### src/rtl/tdm_demux4_if.sv
// Bus interface for tdm_demux4: one TDM input stream in, four channel words out.
// The master modport is the stream source and consumer; the slave modport is the demux.
interface tdm_demux4_if #(
    parameter int DATA_W = 8
);
    logic                  in_valid;
    logic                  in_sync;
    logic [DATA_W-1:0]     in_data;
    logic [4*DATA_W-1:0]   out_data;
    logic [3:0]            out_valid;
    logic                  frame_done;
    logic                  locked;
    logic                  sync_err;

    modport master (
        output in_valid, in_sync, in_data,
        input  out_data, out_valid, frame_done, locked, sync_err
    );

    modport slave (
        input  in_valid, in_sync, in_data,
        output out_data, out_valid, frame_done, locked, sync_err
    );
endinterface

### src/rtl/tdm_demux4.sv
// tdm_demux4: 1-to-4 time-division demultiplexer.
// Words interleaved round-robin from four channels (slot 0 flagged by in_sync) are
// routed to per-channel holding registers packed as {ch3,ch2,ch1,ch0} on out_data.
// A two-state framer (HUNT/LOCKED) tracks the slot position and flags framing errors.
// Optional macro TDM_DEMUX_FRAME_BUF_EN: slot words collect in a shadow bank and all
// four channels update together when the frame completes.
module tdm_demux4 #(
    parameter int DATA_W = 8
) (
    input  logic          clk,
    input  logic          rst_n,
    tdm_demux4_if.slave   bus
);

    typedef enum logic {
        HUNT   = 1'b0,
        LOCKED = 1'b1
    } state_e;

    state_e                   state_q, state_d;
    logic [1:0]               slot_q, slot_d;
    logic                     wr_en;
    logic [1:0]               wr_slot;
    logic                     frame_done_d;
    logic                     sync_err_d;
    logic                     frame_done_q;
    logic                     sync_err_q;
    logic [3:0]               out_valid_q;
    logic [3:0][DATA_W-1:0]   ch_q;

    // Framer: decide acceptance, target slot, next state and pulses for this word.
    always_comb begin
        // NOTE: every output of this block gets a default first so no path leaves it
        // unassigned; a missing default here would infer a latch.
        state_d      = state_q;
        slot_d       = slot_q;
        wr_en        = 1'b0;
        wr_slot      = 2'd0;
        frame_done_d = 1'b0;
        sync_err_d   = 1'b0;

        if (bus.in_valid) begin
            case (state_q)
                HUNT: begin
                    if (bus.in_sync) begin
                        wr_en   = 1'b1;
                        slot_d  = 2'd1;
                        state_d = LOCKED;
                    end
                end
                LOCKED: begin
                    if (bus.in_sync) begin
                        // A sync before slot 3 completed abandons the partial frame and
                        // restarts at slot 0 without dropping lock.
                        sync_err_d = (slot_q != 2'd0);
                        wr_en      = 1'b1;
                        slot_d     = 2'd1;
                    end else if (slot_q != 2'd0) begin
                        wr_en        = 1'b1;
                        wr_slot      = slot_q;
                        slot_d       = slot_q + 2'd1;
                        frame_done_d = (slot_q == 2'd3);
                    end else begin
                        // Slot 0 arrived without sync: alignment is lost, go hunting.
                        sync_err_d = 1'b1;
                        state_d    = HUNT;
                    end
                end
                default: state_d = HUNT;
            endcase
        end
    end

    // Framer state, slot counter and single-cycle status pulses.
    always_ff @(posedge clk or negedge rst_n) begin
        if (!rst_n) begin
            state_q      <= HUNT;
            slot_q       <= 2'd0;
            frame_done_q <= 1'b0;
            sync_err_q   <= 1'b0;
        end else begin
            // NOTE: sequential state uses non-blocking assignments so every register
            // samples pre-edge values regardless of statement order.
            state_q      <= state_d;
            slot_q       <= slot_d;
            frame_done_q <= frame_done_d;
            sync_err_q   <= sync_err_d;
        end
    end

`ifdef TDM_DEMUX_FRAME_BUF_EN
    // Slots 0..2 wait in the shadow bank; slot 3 goes straight to the output.
    logic [2:0][DATA_W-1:0] shadow_q;

    // Shadow capture and atomic whole-frame update of the channel registers.
    always_ff @(posedge clk or negedge rst_n) begin
        if (!rst_n) begin
            // NOTE: the register banks are reset explicitly because their contents are
            // visible on out_data straight after reset and must read as zero.
            shadow_q    <= '0;
            ch_q        <= '0;
            out_valid_q <= 4'b0000;
        end else begin
            out_valid_q <= frame_done_d ? 4'b1111 : 4'b0000;
            if (wr_en && (wr_slot != 2'd3)) begin
                shadow_q[wr_slot] <= bus.in_data;
            end
            if (frame_done_d) begin
                ch_q <= {bus.in_data, shadow_q};
            end
        end
    end
`else
    // Per-slot update: each accepted word lands in its channel register directly.
    always_ff @(posedge clk or negedge rst_n) begin
        if (!rst_n) begin
            // NOTE: the channel bank is reset explicitly because its contents are
            // visible on out_data straight after reset and must read as zero.
            ch_q        <= '0;
            out_valid_q <= 4'b0000;
        end else begin
            out_valid_q <= 4'b0000;
            if (wr_en) begin
                ch_q[wr_slot] <= bus.in_data;
                out_valid_q   <= 4'b0001 << wr_slot;
            end
        end
    end
`endif

    assign bus.out_data   = ch_q;
    assign bus.out_valid  = out_valid_q;
    assign bus.frame_done = frame_done_q;
    assign bus.sync_err   = sync_err_q;
    assign bus.locked     = (state_q == LOCKED);

endmodule

### src/flat_wrapper.sv
// flat-port wrapper written by rule: the top's interface ports become plain ports
module tdm_demux4_flat 
#(
    parameter int DATA_W = 8
)
  (clk, rst_n, bus_in_valid, bus_in_sync, bus_in_data, bus_out_data, bus_out_valid, bus_frame_done, bus_locked, bus_sync_err);
  tdm_demux4_if #(.DATA_W(DATA_W)) bus_i ();
  input  logic clk;
  input  logic rst_n;
  input wire logic [$bits(bus_i.in_valid)-1:0] bus_in_valid;
  input wire logic [$bits(bus_i.in_sync)-1:0] bus_in_sync;
  input wire logic [$bits(bus_i.in_data)-1:0] bus_in_data;
  output wire logic [$bits(bus_i.out_data)-1:0] bus_out_data;
  output wire logic [$bits(bus_i.out_valid)-1:0] bus_out_valid;
  output wire logic [$bits(bus_i.frame_done)-1:0] bus_frame_done;
  output wire logic [$bits(bus_i.locked)-1:0] bus_locked;
  output wire logic [$bits(bus_i.sync_err)-1:0] bus_sync_err;
  assign bus_i.in_valid = bus_in_valid;
  assign bus_i.in_sync = bus_in_sync;
  assign bus_i.in_data = bus_in_data;
  assign bus_out_data = bus_i.out_data;
  assign bus_out_valid = bus_i.out_valid;
  assign bus_frame_done = bus_i.frame_done;
  assign bus_locked = bus_i.locked;
  assign bus_sync_err = bus_i.sync_err;
  tdm_demux4 #(.DATA_W(DATA_W)) u_core (.clk(clk), .rst_n(rst_n), .bus(bus_i));
endmodule
### config.mk
export PLATFORM = sky130hd
export DESIGN_NAME = tdm_demux4_flat
export DESIGN_NICKNAME = d
export VERILOG_FILES = /design/src/rtl/tdm_demux4_if.sv /design/src/rtl/tdm_demux4.sv /design/src/flat_wrapper.sv
export SDC_FILE = /design/constraint.sdc
export NUM_CORES = 1
export LEC_CHECK = 0
export ABC_CLOCK_PERIOD_IN_PS = 1940
export BUFFER_PORTS_ARGS = -buffer_cell sky130_fd_sc_hd__buf_4
export CELL_PAD_IN_SITES_DETAIL_PLACEMENT = 1
export CELL_PAD_IN_SITES_GLOBAL_PLACEMENT = 2
export CORE_UTILIZATION = 32
export CTS_BUF_LIST = sky130_fd_sc_hd__clkbuf_8
export DETAILED_ROUTE_END_ITERATION = 10
export PLACE_DENSITY = 0.8
export SYNTH_ARGS = -nofsm -noshare
export SYNTH_HDL_FRONTEND = slang
export SYNTH_SLANG_ARGS = --single-unit
### constraint.sdc
create_clock -name clk -period 1.94 [get_ports clk]
set_input_delay 0.097 -clock clk [delete_from_list [all_inputs] [get_ports clk]]
set_output_delay 0.097 -clock clk [all_outputs]
set_load 0.01 [all_outputs]
After elaboration in Yosys (flattened, before gate mapping) --
Index checks and enable logic that the tools add are counted.
Cells by class: add/subtract/negate cells 1, multiply operators 0, div/mod/pow operators 0, $lt $le $gt $ge 2, equal/unequal tests 3, shift operators 1, multiplexer cells 25, bitwise gates (word level) 1, reduce and logical (&&, ||, !) cells 3
Operators with widths (number):
- $bwmux 32 | 1
- $demux 8 s2 | 1
- $mux 2 | 7
- $mux 1 | 12
- $mux 8 | 1
- $mux 4 | 1
- $pmux 2 s2 | 1
- $shl 1x2->4 const A | 1
- $lt 2x3->1 const B | 1
- $ne 3x3->1 const B | 1
- $reduce_and 3->1 | 1
- $add 2x1->2 const B | 1
- $eq 2x2->1 const B | 1
- $ge 2x1->1 const B | 1
- $ne 2x2->1 const B | 1
- $pmux 1 s2 | 1
- $reduce_bool 2->1 | 1
- $logic_and 1x1->1 | 1
- $not 1->1 | 1
Storage, ports and cells: register bits after elaboration 41, latch bits 0, bits in writable memories 0, ROM bits 0, input bits 12, output and inout port bits 39, word-level logic and storage cells 45, memories 0

Logic depth before layout (Yosys ltp) --
Gate-level depths: netlist of run 1.
depth after elaboration 10, gate-level depth with buffers 7, gate-level depth less buffers 7

Worst setup path after synthesis of run 1 --
Ideal clock, no wire load.
path kind reg2reg, from register u_core.slot_q[0], to register u_core.ch_q (netlist bit u_core.bus.out_data[24]), library setup time 0.125 ns, arrival time 1.936 ns, required time 1.815 ns, path slack -0.120 ns, cell stages (with the launch flop) 8, buffers on the path 0, clock period less this slack 2.060 ns, path through dfrtp_1 > inv_1 > ha_1 > ha_1 > and4bb_4 > nand2_4 > nor2_8 > mux2_2
Between the ends: word-level cells in the longest chain between the ends 10, elaborated cells between the ends (all ways) 15, classes of those cells order compare: 2; mux: 11; reduce/logical: 2
Ends and longest elaborated chain:
- start: declaration | line tdm_demux4.sv:21 | logic [1:0] slot_q, slot_d;
- start signal: assignment | line tdm_demux4.sv:85 | slot_q <= slot_d;
- $reduce_bool 2->1 | line tdm_demux4.sv:58 | end else if (slot_q != 2'd0) begin
- $mux 2 | line tdm_demux4.sv:58
- $mux 2 | line tdm_demux4.sv:52 | if (bus.in_sync) begin
- $mux 2 | line tdm_demux4.sv:43 | case (state_q)
- $mux 2 | line tdm_demux4.sv:42 | if (bus.in_valid) begin
- $lt 2x3->1 (implied by the code) or $ge 2x1->1 (tied branches) | line tdm_demux4.sv:124 | ch_q[wr_slot] <= bus.in_data;
- $logic_and 1x1->1 (implied by the code) | line tdm_demux4.sv:124
- $mux 8 (implied by the code) | line tdm_demux4.sv:124
- $demux 8 s2
- $bwmux 32 | line tdm_demux4.sv:124
- end signal: indexed assignment | line tdm_demux4.sv:124
- end: declaration | line tdm_demux4.sv:29 | logic [3:0][DATA_W-1:0] ch_q;
Several ways; a longest one is shown, not always the timed one. A chain may end at the register's enable or synchronous reset.

Final worst setup path of run 1 --
from register u_core.slot_q[1], to register u_core.ch_q (netlist bit u_core.bus.out_data[30])
The elaborated chain is that of the path after synthesis.

==> metrics.yaml, run 1 <==
fmax_mhz: 520
grt_pass1_wl_mm: 6.01
clk_latency_ps: 290
synth_ff_type: "dfrtp_1"
numPlacedInstances: 223
gr-total-overflow: 0
place_hpwl_mm: 2.62
slew_headroom: 0.653
power_uw: 3510
ys_seq_area_frac: 0.629
finalWirelength_mm: 3.81
design_area_um2: 2250
skew_ps: 9.76
min_period_ps: 1920
syn_area_um2: 1630
placed_area_um2: 2110
final_cells: 234
crit_type: "reg -> reg"
worst-endpoint-required_ps: 2120
yosys_warnings: 0
synth_edf_count: 0
dieHeight_um: 73.4
cp_max_fo: 4
grt_pass1_vias: 1175
clkTransAtPathRegs_ps: 80
synthDistinctLibCells: 21
grt_max_degree: 42
vias: 1065
cts_htree_levels: 2
core.rowCount: 25
setup_violations: 0
hold_path.class: "in -> reg"
syn_avg_cell_area_um2: 15.7
cts_tree: "done"
synth.largest_area_cell: "dfrtp_1"
ios: 51
crit_arrival_ps: 2110
cts_buffers: 5
yosys_register_bits: 41
slew_violations: 0
final_hold_viol_count: 0
area_delta_synth_final_pct: 37.8
first_iter_violations: 35
yosys-top-cells-area: "dfrtp_1 (63%), mux2_2 (22%), ha_1 (2.3%), nor2_8 (1.2%), inv_1 (1.2%)"
status: "completed"
diodes: 0
finalCritPeriodShare: 0.991
ir_drop_v: 0.000652
track_usage: 0.154
cp-start-kind: "register"
layout-drive-gt1-share: 0.629
port_buffers: 50
cts_buffer_depth: 2
core_um2: 4820
powerDensity_nw_per_um2: 1560
synth_cells: 104
dieArea_um2: 5380
drt_pass1_iterations: 3
globalplace.congestion: 0.678
drt-wirelength-per-cell_um: 16.3
layout.nets: 181
antenna_found_initial: 0
ant_nets: 0
synth-async-reset-ratio: 1.00
syn-num-nets: 119
worst_pin_slew_ps: 521
cts_root_buf: "clkbuf_8"
drv_cap: 0
viasPerCell: 4.55
synth_top_area_share: 0.629
end_kind: "register"
chipWidth_um: 73.4
leakage_uw: 0.00111
clock-sinks: 41
drc: 0
start_util: 0.338
power breakdown:
group	switching, µW	leakage [µW]	total [µW]	internal, µW
registers	219	0.000505	1450	1230
clock network	281	0.0000519	521	240
logic	656	0.000551	1540	881
Yosys cell counts, drive strengths merged, types with 2 or more instances:
cell type  number
a21oi           2
nand2           6
dfrtp          41
nor2            4
inv             5
ha              3
mux2           32
a31oi           2
final timing paths:
check / start / end / slack (ps) / depth (start not counted)
min in group asynchronous: rst_n / u_core.bus.frame_done / 320 / 2
worst max register to register: u_core.slot_q[1] / u_core.bus.out_data[30] / 20 / 7
worst max-delay path: u_core.slot_q[1] / u_core.bus.out_data[30] / 20 / 7
worst min-delay path: bus_in_valid / u_core.bus.locked / 20 / 2
worst min register to register: u_core.bus.out_data[16] / u_core.bus.out_data[16] / 510 / 1
max in group asynchronous: rst_n / u_core.slot_q[0] / 1220 / 2
through the flow:
step	hold slack [ps]	utilization	TNS (ps)	setup WS [ps]
2_1_floorplan	-199	-	0	19.9
3_3_place_gp	103	0.437	0	78.9
3_5_place_dp	111	0.437	-82.3	-20.2
4_1_cts	19.1	0.458	0	26.7
5_1_grt	24.2	0.466	-38.3	-35.4
6_report	23.7	0.466	0	17.3
flip-flops by register name (all words and copies together) (netlist names):
name	cells
u_core.bus.sync_err	1
u_core.bus.out_data	32
u_core.bus.locked	1
u_core.bus.frame_done	1
u_core.bus.out_valid	4
u_core.slot_q	2
cells in the final DEF (no fill, tap or decap), types with 2 or more instances in the layout:
cell,instances
a31oi_1,2
dfrtp_1,40
nand2_1,4
a21oi_1,2
mux2_2,30
buf_4,55
clkbuf_8,5
nor2_1,2
ha_4,2
mux2_4,2
inv_1,7
critical path, cell delays in order (launching register included):
cell,delay [ps]
dfrtp_1,350
inv_1,90
ha_4,190
ha_4,170
and4bb_4,380
nand2_4,100
nor2_4,190
mux2_2,350
per-layer routing:
metal / wire length, µm / GRT usage / share of wire / vias up
met5: 0 / 0 / 0 / -
met4: 24 / 0.0577 / 0.0063 / 0
met3: 268 / 0.0508 / 0.070 / 2
met2: 1900 / 0.256 / 0.50 / 36
met1: 1610 / 0.186 / 0.42 / 538
li1: - / - / - / 489
layout make-up:
| cell class | count | area (µm²) |
|---|---|---|
| flip-flops and latches | 41 | 1030 |
| clock buffers | 5 | 68.8 |
| fillers | 505 | 2570 |
| multi-input cells | 57 | 613 |
| repair buffers | 56 | 423 |
| inverters | 5 | 18.8 |
| clock inverters | 3 | 11.3 |
| well taps | 67 | 83.8 |
logic make-up after synthesis:
| group | synth area share |
|---|---|
| flip-flops | 0.629 |
| multiplexers | 0.221 |
| AND/OR/NAND/NOR | 0.0798 |
| buffers and inverters | 0.0215 |
| AO/OA/AOI/OAI | 0.0253 |
| adder cells (fa/ha/maj) | 0.0230 |
timing repair:
item | 4_1_cts | 5_1_grt
buffers inserted | 0 | 1
setup endpoints to repair | 8 | 8
hold buffers | 1 | 0
hold endpoints to repair | 41 | 0
pin swaps | 1 | 4
cloned | 1 | 0
gates resized for setup | 0 | 5
(Power assumes the default switching activity.)
==> inputs of run 2 (changes only) <==
CORE_UTILIZATION = 30   (was 32)
CTS_BUF_LIST = sky130_fd_sc_hd__clkbuf_16   (was sky130_fd_sc_hd__clkbuf_8)
PLACE_DENSITY = 0.75   (was 0.8)
==> run 2 against run 1 <==
Compared with the run above: sequential cell count did not move; final cell count rose by 1.3%; clock power grew 73%; worst setup slack better by 27 ps; design area grew 3.1%; sequential power hardly changed; sequential share of layout area down 1.4 points; hold slack better by 33 ps; non-clock buffer count stayed put; combinational power about the same; critical endpoint is now u_core.bus.out_data[26]; largest cell class unchanged; largest power group unchanged.
==> metrics.yaml, run 2 (synthesis gave the netlist of run 1 again) <==
ir_drop_v: 0.000726  # +11%
port_buffers: 50  # unchanged
place_ws_ps: 4.37  # +24.6 ps
vias: 1078  # +1.2%
cp_max_fo: 4  # unchanged
start_util: 0.315  # -0.0233
final_hold_viol_count: 0  # unchanged
r2r-end: "u_core.bus.out_data[26]"
fin_util: 0.448  # -0.0187
gr-total-overflow: 0  # unchanged
multi_input_area_um2: 596  # -2.9%
layout.nets: 181  # unchanged
crit_type: "reg -> reg"
skew_ps: 2.84  # -6.92 ps
cts_root_buf: "clkbuf_16"
layout-drive-gt1-share: 0.635  # +0.00599
cts_buffer_depth: 2  # unchanged
crit_arrival_ps: 2060  # -50 ps
dieHeight_um: 75.7  # +3.2%
seq_power_share: 0.378  # -0.035
r2r_slack_ps: 40  # +30 ps
drt_pass1_iterations: 2  # -1
antenna_found_initial: 0  # unchanged
reg2reg_depth: 7  # unchanged
cts_tree: "done"
rsz0062_at_grt: "yes"
first_iter_violations: 29  # -17%
core_um2: 5170  # +7.4%
dieArea_um2: 5730  # +6.5%
fin_ws_ps: 44.7  # +27.4 ps
fillers: 528  # +4.6%
setup_violations: 0  # unchanged
setup.worst_path.start: "u_core.slot_q[1]"
crit_path_end: "u_core.bus.out_data[26]"
hold_path.class: "in -> reg"
grt_pass1_vias: 1175  # unchanged
drt-wirelength-per-cell_um: 16.1  # -1.2%
diodes: 0  # unchanged
clk_latency_ps: 280  # about the same
ios: 51  # unchanged
pwr-share-comb: 0.389  # -0.049
status: "completed"
largest_register_ffs: 32  # unchanged
chipWidth_um: 75.7  # +3.2%
viasPerCell: 4.55  # about the same
worst-endpoint-required_ps: 2100  # -20 ps
cp-start-kind: "register"
numPlacedInstances: 226  # +1.3%
switchingPower_uw: 1180  # +1.8%
powerDensity_nw_per_um2: 1670  # +7.0%
track_usage: 0.149  # -0.00526
grt_max_degree: 42  # unchanged
end_kind: "register"
core.rowCount: 26  # +4.0%
finalWirelength_mm: 3.81  # about the same
finalCritPeriodShare: 0.977  # -0.0141
worst_pin_slew_ps: 513  # -8.37 ps
area_delta_synth_final_pct: 42.0
globalplace.congestion: 0.742  # +9.5%
slew_violations: 0  # unchanged
cts_htree_levels: 2  # unchanged
clock-sinks: 41  # unchanged
final_cell_mix: "buf_4 (55), dfrtp_1 (40), mux2_2 (32)"
grt_pass1_wl_mm: 6.07  # +1.0%
r2r_start: "u_core.slot_q[1]"
slew_headroom: 0.658  # +0.00558
clkTransAtPathRegs_ps: 50  # -30 ps
switching_share: 0.304  # -0.0253
min_period_ps: 1900  # -27.4 ps
leakage_uw: 0.00113  # +2.1%
p_int_uw: 2690  # +14%
layout_commonest_cell: "buf_4"
final_cells: 237  # +1.3%
ant_nets: 0  # unchanged
drv_cap: 0  # unchanged
cts_buffers: 5  # unchanged
seq_area_um2: 1030  # unchanged
p_clk_frac: 0.233  # +0.085
hold_ws_ps: 56.3  # +32.6 ps
place_hpwl_mm: 2.64  # +0.61%
drc: 0  # unchanged
fmax_mhz: 528  # +1.4%
run 2: worst min-delay path by stage:
stage | cells after the start | to | start
after global placement | 1 | u_core.slot_q[1] | rst_n
after floorplan | 0 | u_core.bus.frame_done | rst_n
final | 2 | u_core.bus.locked | bus_in_valid
after global routing | 2 | u_core.bus.locked | bus_in_valid
after CTS | 2 | u_core.bus.frame_done | bus_in_sync
after detailed placement | 1 | u_core.bus.locked | rst_n
run 2: metal layers:
layer  up-vias  share of wire  track usage
met1       550           0.42        0.185
li1        484              -            -
met3         6          0.069       0.0582
met5         -              0            0
met4         0          0.014       0.0432
met2        38           0.50        0.240
run 2: area by class of cell:
cell class / count / area share
clock inverter: 3 / 0.0162
timing repair buffer: 56 / 0.183
tap: 70 / 0.0378
sequential: 41 / 0.444
multi-input combinational: 57 / 0.257
clock buffer: 5 / 0.0541
inverter: 5 / 0.00811
run 2: through the flow:
stage | total power (µW) | setup TNS, ps | area (µm²)
2_1_floorplan | 2150 | 0 | 1630
3_3_place_gp | 2880 | 0 | 2110
3_5_place_dp | 2950 | 0 | 2110
4_1_cts | 3880 | 0 | 2280
5_1_grt | 4120 | -49.3 | 2310
6_report | 3870 | 0 | 2310
run 2: power groups by stage:
stage / Clock, µW / Sequential (µW) / Combinational (µW)
6_report: 902 / 1460 / 1510
5_1_grt: 971 / 1520 / 1630
4_1_cts: 925 / 1460 / 1490
3_5_place_dp: 0 / 1470 / 1490
3_3_place_gp: 0 / 1440 / 1440
2_1_floorplan: 0 / 1620 / 540
run 2: critical path: stages (launching register included):
cell and delay, ps:
dfrtp_1 360, inv_1 60, ha_2 190, ha_4 170, and4bb_4 390, nand2_4 100, nor2_4 160, mux2_2 340
run 2: what timing repair did:
action | 4_1_cts | 5_1_grt
resized for setup | 0 | 2
hold endpoints to repair | 41 | 0
setup endpoints to repair | 0 | 8
hold buffers | 1 | 0
setup buffers | 0 | 1
